<file path="src/rtl/logic_op_sequencer.sv">
// Purpose : bit-serial sequencer sharing one 1-bit gate bank (NOT a/b, OR, AND, XOR, XNOR) over WIDTH-bit operands.
// Latency : result valid WIDTH+1 cycles after the accept cycle (1 cycle for illegal opcodes 6/7).
// Backpr. : in_ready only in IDLE; result/err held in DONE until out_ready. Option: RESULT_PARITY_EN adds out_parity.
module logic_op_sequencer #(
    parameter int WIDTH = 8,
    parameter int IDXW  = (WIDTH > 1) ? $clog2(WIDTH) : 1
) (
    input  logic             clk,
    input  logic             rst_n,
    input  logic             in_valid,
    output logic             in_ready,
    input  logic [2:0]       in_op,
    input  logic [WIDTH-1:0] in_a,
    input  logic [WIDTH-1:0] in_b,
    output logic             out_valid,
    input  logic             out_ready,
    output logic [WIDTH-1:0] out_result,
    output logic             out_err,
`ifdef RESULT_PARITY_EN
    output logic             out_parity,
`endif
    output logic             busy,
    output logic [IDXW-1:0]  bit_idx
);

    typedef enum logic [1:0] {
        IDLE = 2'd0,
        RUN  = 2'd1,
        DONE = 2'd2
    } state_t;

    localparam logic [IDXW-1:0] LAST_IDX = IDXW'(WIDTH - 1);

    state_t           state_q;
    state_t           state_d;
    logic [WIDTH-1:0] a_lat;
    logic [WIDTH-1:0] b_lat;
    logic [2:0]       op_lat;
    logic [WIDTH-1:0] result_q;
    logic             err_q;
    logic [IDXW-1:0]  idx_q;
    logic [WIDTH-1:0] result_next;
    logic             gate_bit;
    logic             accept;
    logic             op_legal;
    logic             last_bit;
`ifdef RESULT_PARITY_EN
    logic             parity_q;
`endif

    assign accept    = in_valid && in_ready;
    assign op_legal  = (in_op <= 3'd5);
    assign last_bit  = (idx_q == LAST_IDX);

    assign in_ready   = (state_q == IDLE);
    assign out_valid  = (state_q == DONE);
    assign busy       = (state_q != IDLE);
    assign out_result = result_q;
    assign out_err    = err_q;
    assign bit_idx    = idx_q;
`ifdef RESULT_PARITY_EN
    assign out_parity = parity_q;
`endif

    // Shared 1-bit gate bank on the latched operand bits, plus the result word with that bit merged in
    always_comb begin
        gate_bit = 1'b0;
        case (op_lat)
            3'd0:    gate_bit = ~a_lat[idx_q];
            3'd1:    gate_bit = ~b_lat[idx_q];
            3'd2:    gate_bit = a_lat[idx_q] | b_lat[idx_q];
            3'd3:    gate_bit = a_lat[idx_q] & b_lat[idx_q];
            3'd4:    gate_bit = a_lat[idx_q] ^ b_lat[idx_q];
            3'd5:    gate_bit = ~(a_lat[idx_q] ^ b_lat[idx_q]);
            default: gate_bit = 1'b0;
        endcase
        result_next         = result_q;
        result_next[idx_q]  = gate_bit;
    end

    // State register; reset aborts any operation in flight
    always_ff @(posedge clk or negedge rst_n) begin
        if (!rst_n) state_q <= IDLE;
        else        state_q <= state_d;
    end

    // Next-state: illegal opcodes skip RUN and report straight from DONE
    always_comb begin
        state_d = state_q;
        case (state_q)
            IDLE:    if (accept) state_d = op_legal ? RUN : DONE;
            RUN:     if (last_bit) state_d = DONE;
            DONE:    if (out_ready) state_d = IDLE;
            default: state_d = IDLE;
        endcase
    end

    // Datapath: latch command on accept, fill one result bit per clock, clear err on handoff
    always_ff @(posedge clk or negedge rst_n) begin
        if (!rst_n) begin
            a_lat    <= '0;
            b_lat    <= '0;
            op_lat   <= '0;
            result_q <= '0;
            err_q    <= 1'b0;
            idx_q    <= '0;
`ifdef RESULT_PARITY_EN
            parity_q <= 1'b0;
`endif
        end else begin
            case (state_q)
                IDLE: begin
                    if (accept) begin
                        a_lat    <= in_a;
                        b_lat    <= in_b;
                        op_lat   <= in_op;
                        result_q <= '0;
                        err_q    <= !op_legal;
                        idx_q    <= '0;
`ifdef RESULT_PARITY_EN
                        parity_q <= 1'b0;
`endif
                    end
                end
                RUN: begin
                    result_q <= result_next;
                    if (last_bit) begin
                        idx_q    <= '0;
`ifdef RESULT_PARITY_EN
                        parity_q <= ^result_next;
`endif
                    end else begin
                        idx_q <= idx_q + IDXW'(1);
                    end
                end
                DONE: begin
                    if (out_ready) err_q <= 1'b0;
                end
                default: begin
                    idx_q <= '0;
                end
            endcase
        end
    end

endmodule

</file>
<file path="config.mk">
export PLATFORM = sky130hd
export DESIGN_NAME = logic_op_sequencer
export DESIGN_NICKNAME = d
export VERILOG_FILES = /design/src/rtl/logic_op_sequencer.sv
export SDC_FILE = /design/constraint.sdc
export NUM_CORES = 1
export LEC_CHECK = 0
export BUFFER_PORTS_ARGS = -buffer_cell sky130_fd_sc_hd__buf_2
export CORE_MARGIN = 2
export CORE_UTILIZATION = 55
export DETAILED_ROUTE_END_ITERATION = 6
export GPL_ROUTABILITY_DRIVEN = 0
export HOLD_SLACK_MARGIN = 0.12
export PLACE_DENSITY = 0.82
export SETUP_SLACK_MARGIN = 0.1
export SLEW_MARGIN = 20
export SYNTH_ARGS = -nofsm -noshare
export SYNTH_HDL_FRONTEND = slang
export SYNTH_SLANG_ARGS = --single-unit
</file>
<file path="constraint.sdc">
create_clock -name clk -period 5.42 [get_ports clk]
set_input_delay 0.271 -clock clk [delete_from_list [all_inputs] [get_ports clk]]
set_output_delay 0.271 -clock clk [all_outputs]
set_load 0.03 [all_outputs]
</file>
==> results of run 1 <==
state kept, by name, indices dropped and copies added (netlist names):
name,flops
bit_idx,3
out_err,1
state_q,2
b_lat,8
a_lat,8
out_result,8
op_lat,3
Yosys cell counts:
library cell	count
sky130_fd_sc_hd__nand3_1	9
sky130_fd_sc_hd__o31ai_1	3
sky130_fd_sc_hd__a221oi_2	3
sky130_fd_sc_hd__nor2b_1	1
sky130_fd_sc_hd__xnor2_1	1
sky130_fd_sc_hd__clkbuf_1	1
sky130_fd_sc_hd__a32o_1	1
sky130_fd_sc_hd__buf_2	2
sky130_fd_sc_hd__o22ai_1	2
sky130_fd_sc_hd__o21ai_0	9
sky130_fd_sc_hd__nor2_1	8
sky130_fd_sc_hd__nor3b_1	1
sky130_fd_sc_hd__nor3_1	2
sky130_fd_sc_hd__nand2b_1	7
sky130_fd_sc_hd__ha_1	4
sky130_fd_sc_hd__dfrtp_1	33
sky130_fd_sc_hd__buf_4	1
sky130_fd_sc_hd__and2_4	1
sky130_fd_sc_hd__inv_1	8
sky130_fd_sc_hd__nand2_1	6
sky130_fd_sc_hd__a22oi_1	1
sky130_fd_sc_hd__and2_1	1
sky130_fd_sc_hd__o32ai_1	1
sky130_fd_sc_hd__a22o_1	2
sky130_fd_sc_hd__mux2i_1	4
sky130_fd_sc_hd__mux2_2	21
sky130_fd_sc_hd__a21oi_1	4
sky130_fd_sc_hd__o211ai_1	3
cell type report:
type	instances	share of cell area (%)
sequential	33	44.1
tap	31	2.07
timing repair buffer	38	10.4
multi-input combinational	95	38.8
clock buffer	7	2.94
inverter	8	1.60
power groups by stage:
stage / Combinational (mW) / Sequential (mW) / Clock [mW]
2_1_floorplan: 0.392 / 0.450 / 0
6_report: 0.524 / 0.441 / 0.139
4_1_cts: 0.528 / 0.441 / 0.144
5_1_grt: 0.580 / 0.460 / 0.154
3_3_place_gp: 0.497 / 0.439 / 0
3_5_place_dp: 0.522 / 0.447 / 0
critical path: stages (launching register included):
cell and delay (ps):
sky130_fd_sc_hd__dfrtp_1 640, sky130_fd_sc_hd__mux2_2 400, sky130_fd_sc_hd__a221oi_2 360, sky130_fd_sc_hd__inv_1 100, sky130_fd_sc_hd__ha_1 200, sky130_fd_sc_hd__nand2b_1 140, sky130_fd_sc_hd__nand3_1 80, sky130_fd_sc_hd__o22ai_1 90
sky130_fd_sc_hd__a221oi_2 430, sky130_fd_sc_hd__o21ai_0 200
path summary, 6_finish.rpt:
path | start | slack (ps) | cells past startpoint | endpoint
min in group asynchronous | rst_n | 510 | 2 | out_result[0]$_DFFE_PN0P_
hold reg to reg | state_q[1]$_DFFE_PN0P_ | 500 | 1 | state_q[0]$_DFFE_PN0P_
max in group asynchronous | rst_n | 4450 | 2 | b_lat[3]$_DFFE_PN0P_
setup / recovery | bit_idx[0]$_DFFE_PN0P_ | 2630 | 9 | out_result[7]$_DFFE_PN0P_
setup reg to reg | bit_idx[0]$_DFFE_PN0P_ | 2630 | 9 | out_result[7]$_DFFE_PN0P_
hold / removal | in_a[2] | 160 | 2 | a_lat[2]$_DFFE_PN0P_
what timing repair did:
item,CTS,global route
hold endpoints to repair,33,0
hold buffers,1,0
endpoints found under the setup margin,0,0
metal layers:
layer  up-vias  track usage, %  routed length (microns)
met2        32            33.1                     1500
met4         0            8.97                       50
met1       564            26.8                     1340
met3         6            8.71                      186
met5         -               0                        0
li1        587               -                        -
kinds of logic (layout without fill, tap and decap cells):
kind of cell / after synthesis / in the layout / share of synthesized area, %
muxes: 25 / 25 / 17.2
xor gates and xnor gates: 1 / 1 / 0.546
DFF: 33 / 33 / 51.5
adders and majority gates: 4 / 4 / 3.12
buffers and inverters: 12 / 53 / 3.20
and+or+nand+nor: 36 / 36 / 11.2
AOI/OAI and AO/OA: 29 / 29 / 13.2
==> results.rst, run 1 <==
.. list-table::
   :header-rows: 1

   * - Metric
     - Value
   * - Result of the run
     - finished clean
   * - Number of clock sinks seen by CTS
     - 33
   * - Commonest cells after routing, fill and taps aside
     - sky130_fd_sc_hd__buf_2 (37), sky130_fd_sc_hd__dfrtp_1 (33), sky130_fd_sc_hd__mux2_2 (21), sky130_fd_sc_hd__nand3_1 (9), sky130_fd_sc_hd__o21ai_0 (9)
   * - Switching part of the total
     - 41.6%
   * - Non-Filler Instances
     - 212
   * - Fraction of final layout cells with drive strength greater than 1
     - 37.6%
   * - Setup ws final
     - 2630 ps
   * - Proportion of synthesized chip area in sequential cells
     - 51.5%
   * - FF+latch count, synth
     - 33
   * - Syn_area_per_cell
     - about 11 sq um
   * - CP Capture Type
     - flop
   * - Diode count
     - 0
   * - Antenna violations before repair
     - 0
   * - Count of vias placed by the detailed router
     - 1189
   * - Worst-case vdd ir drop
     - between 0.0003 and 0.0004 V
   * - Share of the synthesized area in the top cell type
     - 51.5%
   * - Number of slew-limit violations in the final report
     - 0
   * - Maximum number of pins on one net before global-route repair
     - 34
   * - Maximum Capacitance Violations
     - 0
   * - Core area
     - 2760 sq um
   * - Number of endpoints with negative hold slack in the final report
     - 0
   * - Final antenna-violating net count
     - 0
   * - Total wire length after detailed routing
     - 3070 microns
   * - Count of placed standard cells including taps
     - 204
   * - CTS buffer count
     - 5
   * - Final setup TNS
     - 0 ps
   * - Worst setup path class
     - flop to flop
   * - Number of cells upsized or downsized after cts
     - 0
   * - Pwr Density
     - 590 nW/um^2
   * - Port buffer count
     - 37
   * - Netlist Area Pre-Place
     - ~1600 sq um
   * - Highest Clock Rate
     - about 360 MHz
   * - Data required time at the worst endpoint
     - about 5600 ps
   * - Worst Hold Margin
     - between 150 and 200 ps
   * - Clock transition time at the flip-flop clock pins of the worst setup and hold paths
     - 90 ps
   * - Internal
     - 0.644 mW
   * - DRC violation count after routing
     - 0
   * - Avg WL per Cell
     - 14.5 microns
   * - Clock tree from TritonCTS
     - done
   * - Data arrival time of the critical path
     - 2980 ps
   * - Slew margin rel.
     - 33.4%
   * - Area added between synthesis and finish
     - 16.7%
   * - Period utilization
     - 51.5%
   * - HPWL after DPL
     - 2270 microns
   * - Number of cells produced by synthesis
     - 140
   * - Post-Route Skew
     - 7.80 ps
   * - Rows
     - 19
   * - Portion of total power attributed to combinational logic
     - 47.5%
   * - Startpoint types
     - flop
   * - Multi-input gate area
     - 727 sq um
   * - Finished layout cell area
     - between 1500 and 2000 sq um
   * - Net total in the final layout
     - between 200 and 250
   * - Master cell of the clock root buffer
     - sky130_fd_sc_hd__clkbuf_4
   * - Overall die area
     - 3360 sq um
   * - Flop pwr share
     - about two fifths
   * - Overall Global Routing Usage
     - 21.5%
   * - Initial cell density of the core
     - 58.2%
   * - Worst slew pin tran
     - 996 ps
   * - Filler Cells Inserted
     - 228
   * - Finished Core Util
     - between 60% and 70%
   * - First-pass GRT wire length
     - 5290 microns
   * - Longest Clk Path Bufs
     - 2
   * - Hold Path Class
     - input port to flop
   * - Leakage
     - between 0.8 and 0.9 nW
   * - Synth area leaders
     - sky130_fd_sc_hd__dfrtp_1 (51%), sky130_fd_sc_hd__mux2_2 (15%), sky130_fd_sc_hd__ha_1 (3.1%)
   * - Reg area
     - 826 sq um
   * - Via density per instance
     - ~5.6
   * - Gr ovfl total
     - 0
   * - Clk_lat worst skew
     - 330 ps
   * - Synthesis Warnings
     - 0
   * - Die H
     - 58.0 microns
   * - P_sw
     - about 0.46 mW
   * - Number of library cell types mapped by synthesis
     - 28
   * - Critical path peak fanout
     - 14
   * - Total design power
     - 1.10 mW
   * - Post-place instance area
     - 1810 sq um
   * - Post-route minimum period
     - 2790 ps
   * - Pre-CTS worst setup slack
     - 2710 ps
   * - Via count of the first global-routing pass
     - ~1.2k
   * - Post-Syn Nets
     - 167
   * - Buffers inserted by post-CTS timing repair
     - 0
   * - Number of design-rule violations left by the first detailed-router iteration
     - 36
   * - Final setup violation count
     - 0
   * - Commonest non-fill, non-tap cell in the layout
     - sky130_fd_sc_hd__buf_2
   * - RSZ-0062 raised after global routing
     - no
   * - First-pass iteration count of the detailed router
     - 4
   * - Top-level port count
     - 38
   * - Clock H-tree levels
     - 2
   * - Part of the total power dissipated in the clock network
     - 12.6%
   * - Overall die width
     - 58.0 microns
   * - Post-synthesis cell type with the largest combined area
     - sky130_fd_sc_hd__dfrtp_1
(Power assumes the default switching activity.)
==> inputs of run 2 (changes only) <==
ABC_AREA = 1   (was not set)
CORE_UTILIZATION = 48   (was 55)
PLACE_DENSITY = 0.75   (was 0.82)
clock period = 2.3 ns   (was 5.42 ns; I/O delays follow)
==> run 2 against run 1 <==
Combinational power grew to 3.0 times the previous value. Area after synthesis is 8.5% higher. Clock power is 130% higher. Synthesized cell count is 46% higher. Die area is 23% higher. Clock skew is 0.80 ps higher.
==> results.rst, run 2 <==
.. list-table::
   :header-rows: 1

   * - Metric
     - Value
   * - Result of the run
     - finished clean
   * - RSZ-0062 raised after global routing
     - no
   * - Port buffer count
     - 37
   * - Pwr Density
     - 1270 nW/um^2
   * - Peak-usage layer in the global routing report
     - met2
   * - Proportion of synthesized chip area in sequential cells
     - 47.4%
   * - Maximum number of pins on one net before global-route repair
     - 43
   * - Data arrival time of the critical path
     - 2260 ps
   * - Area added between synthesis and finish
     - 30.3%
   * - Share of flip-flops with an asynchronous set or reset
     - 100%
   * - Global-route track usage on met3
     - 6.34%
   * - CP max stage delay
     - 560 ps
   * - Worst Hold Margin
     - 250 ps
   * - Commonest cells after routing, fill and taps aside
     - sky130_fd_sc_hd__nand2_1 (40), sky130_fd_sc_hd__buf_2 (38), sky130_fd_sc_hd__dfrtp_1 (30), sky130_fd_sc_hd__nor2_1 (29), sky130_fd_sc_hd__inv_1 (27)
   * - Count of vias placed by the detailed router
     - around 1.5k
   * - Gr ovfl total
     - 0
   * - Synthesis Warnings
     - 0
   * - Number of cells produced by synthesis
     - 205
   * - Leakage
     - 1.19 nW
   * - Core area
     - roughly 3400 sq um
   * - Diode count
     - 0
   * - R2R setup slack
     - approximately 270 ps
   * - Period utilization
     - 88.5%
   * - CTS buffer count
     - 5
   * - Slew margin rel.
     - 50.6%
   * - Die H
     - 64.2 microns
   * - Clock tree from TritonCTS
     - done
   * - Cell type with the highest occurrence count on the critical path
     - sky130_fd_sc_hd__ha_1
   * - Fraction of final layout cells with drive strength greater than 1
     - 30.1%
   * - Total design power
     - a little under 3 mW
   * - Number of endpoints with negative hold slack in the final report
     - 0
   * - Non-Filler Instances
     - 315
   * - Final setup TNS
     - 0 ps
   * - Post-synthesis cell type with the largest combined area
     - sky130_fd_sc_hd__dfrtp_1
   * - Overall die area
     - 4120 sq um
   * - Top-level port count
     - 38
   * - Dominant synthesized flop cell
     - sky130_fd_sc_hd__dfrtp_1
   * - Avg WL per Cell
     - between 10 and 15 microns
   * - Standard cell with the maximum stage delay on the critical path
     - sky130_fd_sc_hd__dlygate4sd3_1
   * - Cell family with the largest share of critical-path delay
     - buffers and inverters
   * - Clock H-tree levels
     - 2
   * - Synth area leaders
     - sky130_fd_sc_hd__dfrtp_1 (47%), sky130_fd_sc_hd__nand2_1 (8.6%), sky130_fd_sc_hd__nor2_1 (6.9%)
   * - Critical path peak fanout
     - 5
   * - Number of clock sinks seen by CTS
     - 33
   * - Startpoint of the worst-slack reg-to-reg timing path
     - bit_idx[0]$_DFFE_PN0P_
   * - Hold Path Class
     - input port to flop
   * - Total wire length after detailed routing
     - between 3000 and 4000 microns
   * - Overall die width
     - about 64 microns
   * - Startpoint types
     - flop
   * - Clk_lat worst skew
     - 340 ps
   * - GRT met1 Usage
     - 24.8%
   * - Commonest cells in the synthesized netlist
     - sky130_fd_sc_hd__nand2_1 (40), sky130_fd_sc_hd__dfrtp_1 (33), sky130_fd_sc_hd__nor2_1 (32)
   * - Share of the synthesized area in the top cell type
     - 47.4%
   * - Number of enable flip-flop cells after synthesis
     - 0
   * - Master cell of the clock root buffer
     - sky130_fd_sc_hd__clkbuf_4
   * - CP Depth
     - 6
   * - Count of placed standard cells including taps
     - between 200 and 300
   * - Worst R2R End
     - state_q[1]$_DFFE_PN0P_
   * - First-pass iteration count of the detailed router
     - 4
   * - Worst setup path class
     - flop to flop
   * - Via count of the first global-routing pass
     - 1463
   * - Syn_area_per_cell
     - 8.49 sq um
   * - Most numerous cell in the Yosys netlist
     - sky130_fd_sc_hd__nand2_1
   * - Number of cells on the worst reg-to-reg path
     - 6
   * - FF+latch count, synth
     - 33
   * - Via density per instance
     - 4.82
   * - Maximum Capacitance Violations
     - 0
   * - Post-route minimum period
     - 2030 ps
   * - Worst Setup EP
     - state_q[1]$_DFFE_PN0P_
   * - Overall Global Routing Usage
     - 20.2%
   * - Sequence of cells on the critical path
     - ha_1 > ha_1 > or2_2 > o211ai_1 > o32ai_1 > dlygate4sd3_1
   * - Net total in the final layout
     - 295
   * - HPWL after DPL
     - about 2500 microns
   * - Number of design-rule violations left by the first detailed-router iteration
     - 57
   * - Worst-case vdd ir drop
     - 0.000609 V
   * - Global-route track usage on met2
     - 34.4%
   * - Antenna violations before repair
     - 0
   * - Netlist Area Pre-Place
     - 1740 sq um
   * - Clock transition time at the flip-flop clock pins of the worst setup and hold paths
     - 100 ps
   * - Data required time at the worst endpoint
     - ~2500 ps
   * - Final setup violation count
     - 0
   * - Post-Route Skew
     - 8.60 ps
   * - Highest Clock Rate
     - a little under 500 MHz
   * - DRC violation count after routing
     - 0
   * - Number of library cell types mapped by synthesis
     - 26
   * - Commonest non-fill, non-tap cell in the layout
     - sky130_fd_sc_hd__nand2_1
   * - Final antenna-violating net count
     - 0
   * - First-pass GRT wire length
     - between 6000 and 7000 microns
   * - Worst slew pin tran
     - 738 ps
   * - Post-Syn Nets
     - approximately 230
   * - Number of slew-limit violations in the final report
     - 0
   * - Rows
     - 21
   * - Longest Clk Path Bufs
     - 2
   * - Crit path buffers/inverters
     - 1
   * - Critical Path Start
     - bit_idx[0]$_DFFE_PN0P_
   * - Initial cell density of the core
     - 51.0%
   * - CP Capture Type
     - flop
==> run 2: changes by cell type after synthesis, sizes merged, moves of 5 or more <==
cell / before / now
nand2b: 7 / 0
inv: 8 / 29
mux2: 21 / 7
nor2: 8 / 35
nand2: 6 / 47
o211ai: 3 / 8
a21oi: 4 / 13
==> run 2: worst register-to-register path: stages (launching register included) <==
cell and delay (ps):
sky130_fd_sc_hd__dfrtp_2 480, sky130_fd_sc_hd__ha_1 220, sky130_fd_sc_hd__ha_1 160, sky130_fd_sc_hd__or2_2 310, sky130_fd_sc_hd__o211ai_1 90, sky130_fd_sc_hd__o32ai_1 90
sky130_fd_sc_hd__dlygate4sd3_1 560
==> run 2: how the worst min path moves through the flow <==
stage	startpoint	to	slack, ps	cells past startpoint
floorplan	rst_n	a_lat[0]$_DFFE_PN0P_	-180	0
global placement	rst_n	op_lat[0]$_DFFE_PN0P_	220	1
detailed placement	rst_n	op_lat[0]$_DFFE_PN0P_	210	1
CTS	in_valid	bit_idx[0]$_DFFE_PN0P_	230	4
global route	in_valid	bit_idx[0]$_DFFE_PN0P_	270	4
finish	in_valid	bit_idx[0]$_DFFE_PN0P_	250	4
==> run 2: cell families (layout without fill, tap and decap cells) <==
| family | Yosys count | count (layout) | synth area share, % |
|---|---|---|---|
| AO/OA/AOI/OAI | 28 | 28 | 9.42 |
| AND/OR/NAND/NOR | 98 | 98 | 26.4 |
| buffers and inverters | 35 | 99 | 9.35 |
| flip-flops | 33 | 33 | 47.4 |
| multiplexers | 7 | 7 | 4.53 |
| adder cells (fa/ha/maj) | 4 | 4 | 2.88 |
==> run 2: layout make-up <==
type                            count  area, sq um
Inverter                           29          114
Multi-Input combinational cell    137          786
Tap cell                           46         57.6
Fill cell                         300         1150
Clock buffer                        5         37.5
Timing Repair Buffer               62          425
Sequential cell                    33          830
Clock inverter                      3         17.5
==> run 2: power breakdown <==
group / internal [mW] / switching [mW]
clock network: 0.115 / 0.198
logic: 0.592 / 0.991
registers: 0.819 / 0.171
total: 1.53 / 1.36
==> run 2: metrics by stage <==
step	instance area [sq um]	worst slack [ps]	utilization (%)
after floorplan	1740	151	-
after global placement	1930	117	56.6
after detailed placement	1930	57.6	56.6
after CTS	2210	111	64.8
after global routing	2270	90.1	66.4
final	2270	265	66.4
==> run 2: routing by layer <==
metal | wire length (microns) | part of all wire, % | up-vias
li1 | - | - | 775
met1 | 1710 | 46 | 700
met2 | 1800 | 48 | 40
met3 | 195 | 5.2 | 2
met4 | 19 | 0.51 | 0
met5 | 0 | 0 | -
==> run 2: timing repair <==
action,4_1_cts,5_1_grt
hold endpoints to repair,55,0
endpoints found under the setup margin,8,8
pin swaps,0,3
hold buffers,22,0
setup buffers,0,3
resized for setup,4,8
